### config.mk
export PLATFORM = sky130hd
export DESIGN_NAME = lfsr_deserializer_flat
export DESIGN_NICKNAME = d
export VERILOG_FILES = /design/src/rtl/lfsr_deserializer_if.sv /design/src/rtl/lfsr_deserializer.sv /design/src/flat_wrapper.sv
export SDC_FILE = /design/constraint.sdc
export NUM_CORES = 1
export LEC_CHECK = 0
export CORE_MARGIN = 1
export CORE_UTILIZATION = 30
export CTS_CLUSTER_SIZE = 10
export DETAILED_ROUTE_END_ITERATION = 7
export PLACE_DENSITY = 0.47
export SYNTH_ARGS = -nofsm -noshare
export SYNTH_HDL_FRONTEND = slang
export SYNTH_SLANG_ARGS = --single-unit
### constraint.sdc
create_clock -name clock -period 1.9 [get_ports clock]
set_input_delay 0.38 -clock clock [delete_from_list [all_inputs] [get_ports clock]]
set_output_delay 0.38 -clock clock [all_outputs]
set_load 0.005 [all_outputs]
### src/rtl/lfsr_deserializer_if.sv
// Serial-in / word-out bundle for lfsr_deserializer; master is the stimulus side, slave is the deserializer.
interface lfsr_deserializer_if #(
  parameter int W  = 8,
  parameter int CW = 6
);
  logic          in_valid;
  logic          in_bit;
  logic          clear;
  logic          out_ready;
  logic [W-1:0]  out_data;
  logic          out_valid;
  logic          overrun;
  logic [CW-1:0] bit_count;
  logic          parity_err;

  modport master (
    output in_valid, in_bit, clear, out_ready,
    input  out_data, out_valid, overrun, bit_count, parity_err
  );

  modport slave (
    input  in_valid, in_bit, clear, out_ready,
    output out_data, out_valid, overrun, bit_count, parity_err
  );
endinterface

### src/rtl/lfsr_deserializer.sv
// Rebuilds LSB-first W-bit words from a qualified serial stream; out_valid rises 1 cycle after the last frame bit.
// One-deep holding register with valid/ready; a word completing while full and not draining is dropped (sticky overrun). DESER_PARITY_EN adds an even-parity bit per frame.
module lfsr_deserializer #(
  parameter int W  = 8,
  parameter int CW = 6
) (
  input  logic                clock,
  input  logic                reset,
  lfsr_deserializer_if.slave  bus
);

`ifdef DESER_PARITY_EN
  typedef enum logic [0:0] {S_DATA, S_PARITY} state_t;
`else
  typedef enum logic [0:0] {S_DATA} state_t;
`endif

  state_t        state_q, state_d;
  logic [W-1:0]  shift_q, shift_d;
  logic [CW-1:0] cnt_q, cnt_d;
  logic [W-1:0]  data_q, data_d;
  logic          vld_q, vld_d;
  logic          ovr_q, ovr_d;
  logic          perr_q, perr_d;
  logic [W-1:0]  ins;
  logic [W-1:0]  word;
  logic          deliver;

  always_comb begin
    state_d = state_q;
    shift_d = shift_q;
    cnt_d   = cnt_q;
    data_d  = data_q;
    vld_d   = vld_q;
    ovr_d   = ovr_q;
    perr_d  = 1'b0;
    deliver = 1'b0;

    // Incoming bit lands at the current count so the first bit is bit 0.
    ins = shift_q;
    for (int i = 0; i < W; i++) begin
      if (cnt_q == CW'(i)) ins[i] = bus.in_bit;
    end
    word = ins;

    if (vld_q && bus.out_ready) vld_d = 1'b0;

    if (bus.in_valid) begin
      case (state_q)
        S_DATA: begin
          shift_d = ins;
          if (cnt_q == CW'(W - 1)) begin
            cnt_d = '0;
`ifdef DESER_PARITY_EN
            state_d = S_PARITY;
`else
            deliver = 1'b1;
`endif
          end else begin
            cnt_d = cnt_q + CW'(1);
          end
        end
`ifdef DESER_PARITY_EN
        S_PARITY: begin
          word    = shift_q;
          perr_d  = ^{shift_q, bus.in_bit};
          deliver = 1'b1;
          state_d = S_DATA;
        end
`endif
        default: ;
      endcase
    end

    // vld_d already reflects a same-edge transfer, so a draining register accepts the new word.
    if (deliver) begin
      if (!vld_d) begin
        data_d = word;
        vld_d  = 1'b1;
      end else begin
        ovr_d = 1'b1;
      end
    end

    if (bus.clear) begin
      state_d = S_DATA;
      shift_d = '0;
      cnt_d   = '0;
      data_d  = '0;
      vld_d   = 1'b0;
      ovr_d   = 1'b0;
      perr_d  = 1'b0;
    end
  end

  always_ff @(posedge clock or negedge reset) begin
    if (!reset) begin
      state_q <= S_DATA;
      shift_q <= '0;
      cnt_q   <= '0;
      data_q  <= '0;
      vld_q   <= 1'b0;
      ovr_q   <= 1'b0;
      perr_q  <= 1'b0;
    end else begin
      state_q <= state_d;
      shift_q <= shift_d;
      cnt_q   <= cnt_d;
      data_q  <= data_d;
      vld_q   <= vld_d;
      ovr_q   <= ovr_d;
      perr_q  <= perr_d;
    end
  end

  assign bus.out_data  = data_q;
  assign bus.out_valid = vld_q;
  assign bus.overrun   = ovr_q;
  assign bus.bit_count = cnt_q;
`ifdef DESER_PARITY_EN
  assign bus.parity_err = perr_q;
`else
  assign bus.parity_err = 1'b0;
`endif

endmodule

### src/flat_wrapper.sv
// flat-port wrapper written by rule: the top's interface ports become plain ports
module lfsr_deserializer_flat 
#(
  parameter int W  = 8,
  parameter int CW = 6
)
  (clock, reset, bus_in_valid, bus_in_bit, bus_clear, bus_out_ready, bus_out_data, bus_out_valid, bus_overrun, bus_bit_count, bus_parity_err);
  lfsr_deserializer_if #(.W(W), .CW(CW)) bus_i ();
  input  logic clock;
  input  logic reset;
  input wire logic [$bits(bus_i.in_valid)-1:0] bus_in_valid;
  input wire logic [$bits(bus_i.in_bit)-1:0] bus_in_bit;
  input wire logic [$bits(bus_i.clear)-1:0] bus_clear;
  input wire logic [$bits(bus_i.out_ready)-1:0] bus_out_ready;
  output wire logic [$bits(bus_i.out_data)-1:0] bus_out_data;
  output wire logic [$bits(bus_i.out_valid)-1:0] bus_out_valid;
  output wire logic [$bits(bus_i.overrun)-1:0] bus_overrun;
  output wire logic [$bits(bus_i.bit_count)-1:0] bus_bit_count;
  output wire logic [$bits(bus_i.parity_err)-1:0] bus_parity_err;
  assign bus_i.in_valid = bus_in_valid;
  assign bus_i.in_bit = bus_in_bit;
  assign bus_i.clear = bus_clear;
  assign bus_i.out_ready = bus_out_ready;
  assign bus_out_data = bus_i.out_data;
  assign bus_out_valid = bus_i.out_valid;
  assign bus_overrun = bus_i.overrun;
  assign bus_bit_count = bus_i.bit_count;
  assign bus_parity_err = bus_i.parity_err;
  lfsr_deserializer #(.W(W), .CW(CW)) u_core (.clock(clock), .reset(reset), .bus(bus_i));
endmodule
# Word-level counts from Yosys, hierarchy flattened
# Cells that the tools add are included.
[totals]
reg_bits = 24
inputBits = 6
output_inout_bits = 17
elab_cells = 45
[classes]
n_addsub = 1
n_eq_ne = 8
mux = 24
n_reduce_logical = 7
[op_table]
columns = ["op", "count"]
rows = [
  ["$mux W8", 5],
  ["$eq A6 B3 Y1 const B", 4],
  ["$mux W6", 3],
  ["$mux W1", 16],
  ["$eq A6 B2 Y1 const B", 2],
  ["$add A6 B1 Y6 const B", 1],
  ["$eq A6 B1 Y1 const B", 1],
  ["$logic_not A6 Y1", 1],
  ["$reduce_bool A2 Y1", 3],
  ["$reduce_and A2 Y1", 2],
  ["$ne A2 B2 Y1 const B", 1],
  ["$logic_and A1 B1 Y1", 1],
]

# Longest topological paths before layout
# Gate-level depths: netlist of the first run.
[logic_depth]
ltp_word = 5
mapped_depth = 5
ltp_nobuf = 5

# Least setup slack after synthesis of the first run
# No wires, ideal clock.
[synth_path]
path_kind = "register to register"
start = "register u_core.cnt_q[4] (netlist: u_core.bus.bit_count[4])"
end = "register u_core.data_q[4] (netlist: u_core.bus.out_data[4])"
setup_time_ns = 0.143
arrival_time_ns = 1.386
t_required_ns = 1.757
setup_slack_ns = 0.371
path_stages_with_launch = 5
n_path_buf = 1
synth_period_minus_slack_ns = 1.529
cell_sequence = "dfrtp_1 > buf_6 > or4b_4 > nor3_4 > a311oi_1"
[synth_via]
elab_chain_cells = 5
word_cells_on_any_way = 10
classes_between = "eq/ne: 2; mux: 6; reduce/logical: 2"
[synth_rtl]
columns = ["element", "line", "text"]
rows = [
  ["start, declared", "lfsr_deserializer.sv:20", "logic [CW-1:0] cnt_q, cnt_d;"],
  ["start signal, assigned", "lfsr_deserializer.sv:108", "cnt_q <= cnt_d;"],
  ["$eq A6 B3 Y1 (on tied branches)", "lfsr_deserializer.sv:42, lfsr_deserializer.sv:52", ""],
  ["$mux W1 (on tied branches)", "lfsr_deserializer.sv:42, lfsr_deserializer.sv:52", ""],
  ["$mux W8 / $mux W1 (equally long branches)", "lfsr_deserializer.sv:77, lfsr_deserializer.sv:48", ""],
  ["$mux W8 / $reduce_bool A2 Y1 (equally long branches)", "--", ""],
  ["$mux W8 / $reduce_and A2 Y1 (equally long branches)", "--", ""],
  ["end signal, assigned", "lfsr_deserializer.sv:109", "data_q <= data_d;"],
  ["end, declared", "lfsr_deserializer.sv:21", "logic [W-1:0] data_q, data_d;"],
]
# Parallel ways exist; a longest one is shown, timed or not. The select of a mux whose other input is x is not followed.
# A chain may end at the register's enable or synchronous reset.

# Final worst setup path of the first run
[layout_path]
start = "register u_core.cnt_q[3] (netlist: u_core.bus.bit_count[3])"
end = "output bus_bit_count[3]"
[layout_rtl]
columns = ["element", "line", "text"]
rows = [
  ["end, declared", "flat_wrapper.sv:18", "output wire logic [$bits(bus_i.bit_count)-1:0] bus_bit_count;"],
]
# No word-level cell between the ends.

==> results of run 1 <==
timing repair:
| action | 4_1_cts | 5_1_grt |
|---|---|---|
| endpoints found under the hold margin | 0 | 0 |
| resized for setup | 0 | 1 |
| endpoints found under the setup margin | 0 | 1 |
cells in the final DEF, fill, tap and decap left out, types with 2 or more instances in the layout:
cell type,synthesis,layout
o21ai_0,13,13
a31oi_1,4,4
ha_1,4,4
nand3_1,3,3
a211oi_1,2,2
mux2i_1,3,3
or3_1,2,2
nor2_1,4,4
buf_4,3,10
o22ai_1,4,4
nand2b_1,3,3
a21oi_1,9,9
and3b_1,2,2
xnor2_1,2,2
dfrtp_1,23,22
nand4_1,7,7
nand2_1,8,8
clkbuf_8,0,3
inv_1,5,5
clkdlybuf4s50_1,0,21
xor2_1,2,2
nor3_1,4,4
worst min-delay path by stage:
stage / end / slack [ns] / cells after the start
after detailed placement: u_core.bus.overrun / 0.52 / 2
final: u_core.bus.bit_count[4] / 0.47 / 2
after global placement: u_core.bus.overrun / 0.49 / 2
after CTS: u_core.bus.bit_count[0] / 0.49 / 2
after global routing: u_core.shift_q[4] / 0.50 / 2
after floorplan: u_core.bus.bit_count[0] / 0.08 / 0
cell type report:
type | count | area (um2)
fillers | 417 | 2430
multi-input cells | 92 | 612
flip-flops and latches | 23 | 577
repair buffers | 31 | 285
well taps | 50 | 62.6
clock buffers | 3 | 41.3
inverters | 5 | 18.8
clock inverters | 1 | 5.00
registers in the layout, indices dropped and copies added, names as in the netlist:
name	flops
u_core.shift_q	7
u_core.bus.out_data	8
u_core.bus.bit_count	6
u_core.bus.out_valid	1
u_core.bus.overrun	1
layer usage:
metal,global-route usage [%],vias up
met5,0,-
met4,5.59,0
met3,2.05,4
met2,24.2,30
met1,21.5,530
li1,-,524
metrics by stage:
stage,area [um2],power (mW)
after global routing,1600,0.970
after global placement,1550,0.631
after CTS,1600,0.935
after floorplan,1260,0.575
final,1600,0.931
after detailed placement,1550,0.629
power breakdown:
| part | total, mW | switching [mW] | internal (mW) | leakage (nW) |
|---|---|---|---|---|
| sequential | 0.507 | 0.0107 | 0.497 | 0.317 |
| combinational | 0.112 | 0.0633 | 0.0487 | 0.294 |
| clock | 0.311 | 0.165 | 0.147 | 0.0255 |
| total | 0.931 | 0.239 | 0.692 | 0.637 |
cells by family after synthesis:
kind of cell / after synthesis / synth area share [%]
AOI/OAI and AO/OA: 36 / 16.5
and+or+nand+nor: 44 / 22.6
xor gates and xnor gates: 4 / 2.78
other: 1 / 0.297
adders and majority gates: 4 / 3.96
muxes: 3 / 2.38
buffers and inverters: 15 / 5.95
DFF: 23 / 45.6
==> metrics, run 1 <==
status finished, final reports clean; Initial Utilization 31.3%; Worst EP arrival 1.46 ns; max incr delay on CP 0.61 ns; Clock transition at path regs 0.09 ns; Post-CTS Setup Bufs 0; core area 4030 um2; Critical Path Sink Type primary output; reg2reg start u_core.bus.bit_count[4]; Highest Signal Layer met4; NumNets Final 166; worst path bufs/invs 1; Crit. Startpoint u_core.bus.bit_count[3]; GRT overflow 0; relative slew slack 64.4%; placement-stage worst setup slack 0.112 ns; Post-synth EDFFs 0; # IOs 23; via count 1088; setup_tns 0 ns; dominant cell by count in the synthesized netlist dfrtp_1; Mean Syn Cell Area 9.71 um2; Detailed Routing Iterations Pass 1 4; Seq/Total Area, Yosys 45.6%; cts-stage hold buffer count 0; largest net degree at the start of global routing 24; clock root cell clkbuf_8; ANT cells 0; PD cells 581 nW/um2; hold slack 0.470 ns; Final Setup Violations 0; Critical Path Source Type register; drt drc 0; HP Class in2async; Routed Antenna Nets 0; share of layout cells above drive strength 1 11.6%; max_cap viols 0; via/cell ratio 5.31; crit path cell chain clkdlybuf4s50_1; fmax 544 MHz; synthesized cell area 1260 um2; CTS Buffer Depth 2; CP endpoint bus_bit_count[3]; Syn Nets 140; M1 WL 1.53 mm; area grow syn2layout 26.9%; first-iteration detailed-routing DRC count 54; Post-Layout Cell Count 205; Worst R2R Setup Slack 0.21 ns; Clock Latency Late Sink 0.26 ns; CP max FO 12; clock sink count 23; unrepaired setup endpoints after global routing false; met2 wire len 1.37 mm; Period minus WS final 1.84 ns; Cell Rows 23; GR Util All Layers 15.4%; TritonCTS clock tree built; Die Ht 66.9 um; initial antenna violation count 0; vias in the first global route 1054; final worst slack 0.0604 ns; Async S/R FF share, synth 100%; Reg2Reg Depth 3; Final Cycle Share 96.8%; Slew @ Worst Pin 0.529 ns; DPL Wire Length 2.22 mm; yosys warns 0; Die W 66.9 um; Yosys top cell by area dfrtp_1; top cells by count, synth 23 x dfrtp_1, 13 x o21ai_0, 9 x a21oi_1, 8 x nand2_1, 7 x nand4_1; final WL 3.09 mm; # port buffers 21; largest delay contributor family on the critical path flip-flops; metal3 WL 169 um; Die ar. 4470 um2; final hold vios 0; reg2reg end u_core.bus.out_data[4]; Synth cell types 39; required time worst endpoint 1.52 ns; TritonCTS Buffers 3; Main synth FF type dfrtp_1; wire per inst 15.1 um; kind of critical path reg2out; post-layout util 39.8%; placed cells 201; Peak supply drop 0.298 mV; Static Leak 0.637 nW; flops & latches, synth 23; share of the synthesized area in the top cell type 45.6%; Worst path slowest cell dfrtp_1; WP depth 1; Post-Syn Instances 130; Setup Skew 0.00156 ns; Slew Viols, Final 0; H-tree levels 1; top cells by area, synth dfrtp_1 46%, o21ai_0 5.2%, ha_1 4.0%; first-pass GRT wire length 5.08 mm; GPL Wtd Cong 0.806
(Power assumes the default switching activity.)
==> run 2, diff against run 1 <==
--- a/config.mk
+++ b/config.mk
@@ -7,6 +7,7 @@
 export LEC_CHECK = 0
 export CORE_MARGIN = 1
 export CORE_UTILIZATION = 30
+export CTS_CLUSTER_DIAMETER = 120
 export CTS_CLUSTER_SIZE = 10
 export DETAILED_ROUTE_END_ITERATION = 7
 export PLACE_DENSITY = 0.47
==> results of run 2 <==
Same layout as run 1: the final DEF is identical, and so are final timing and power.
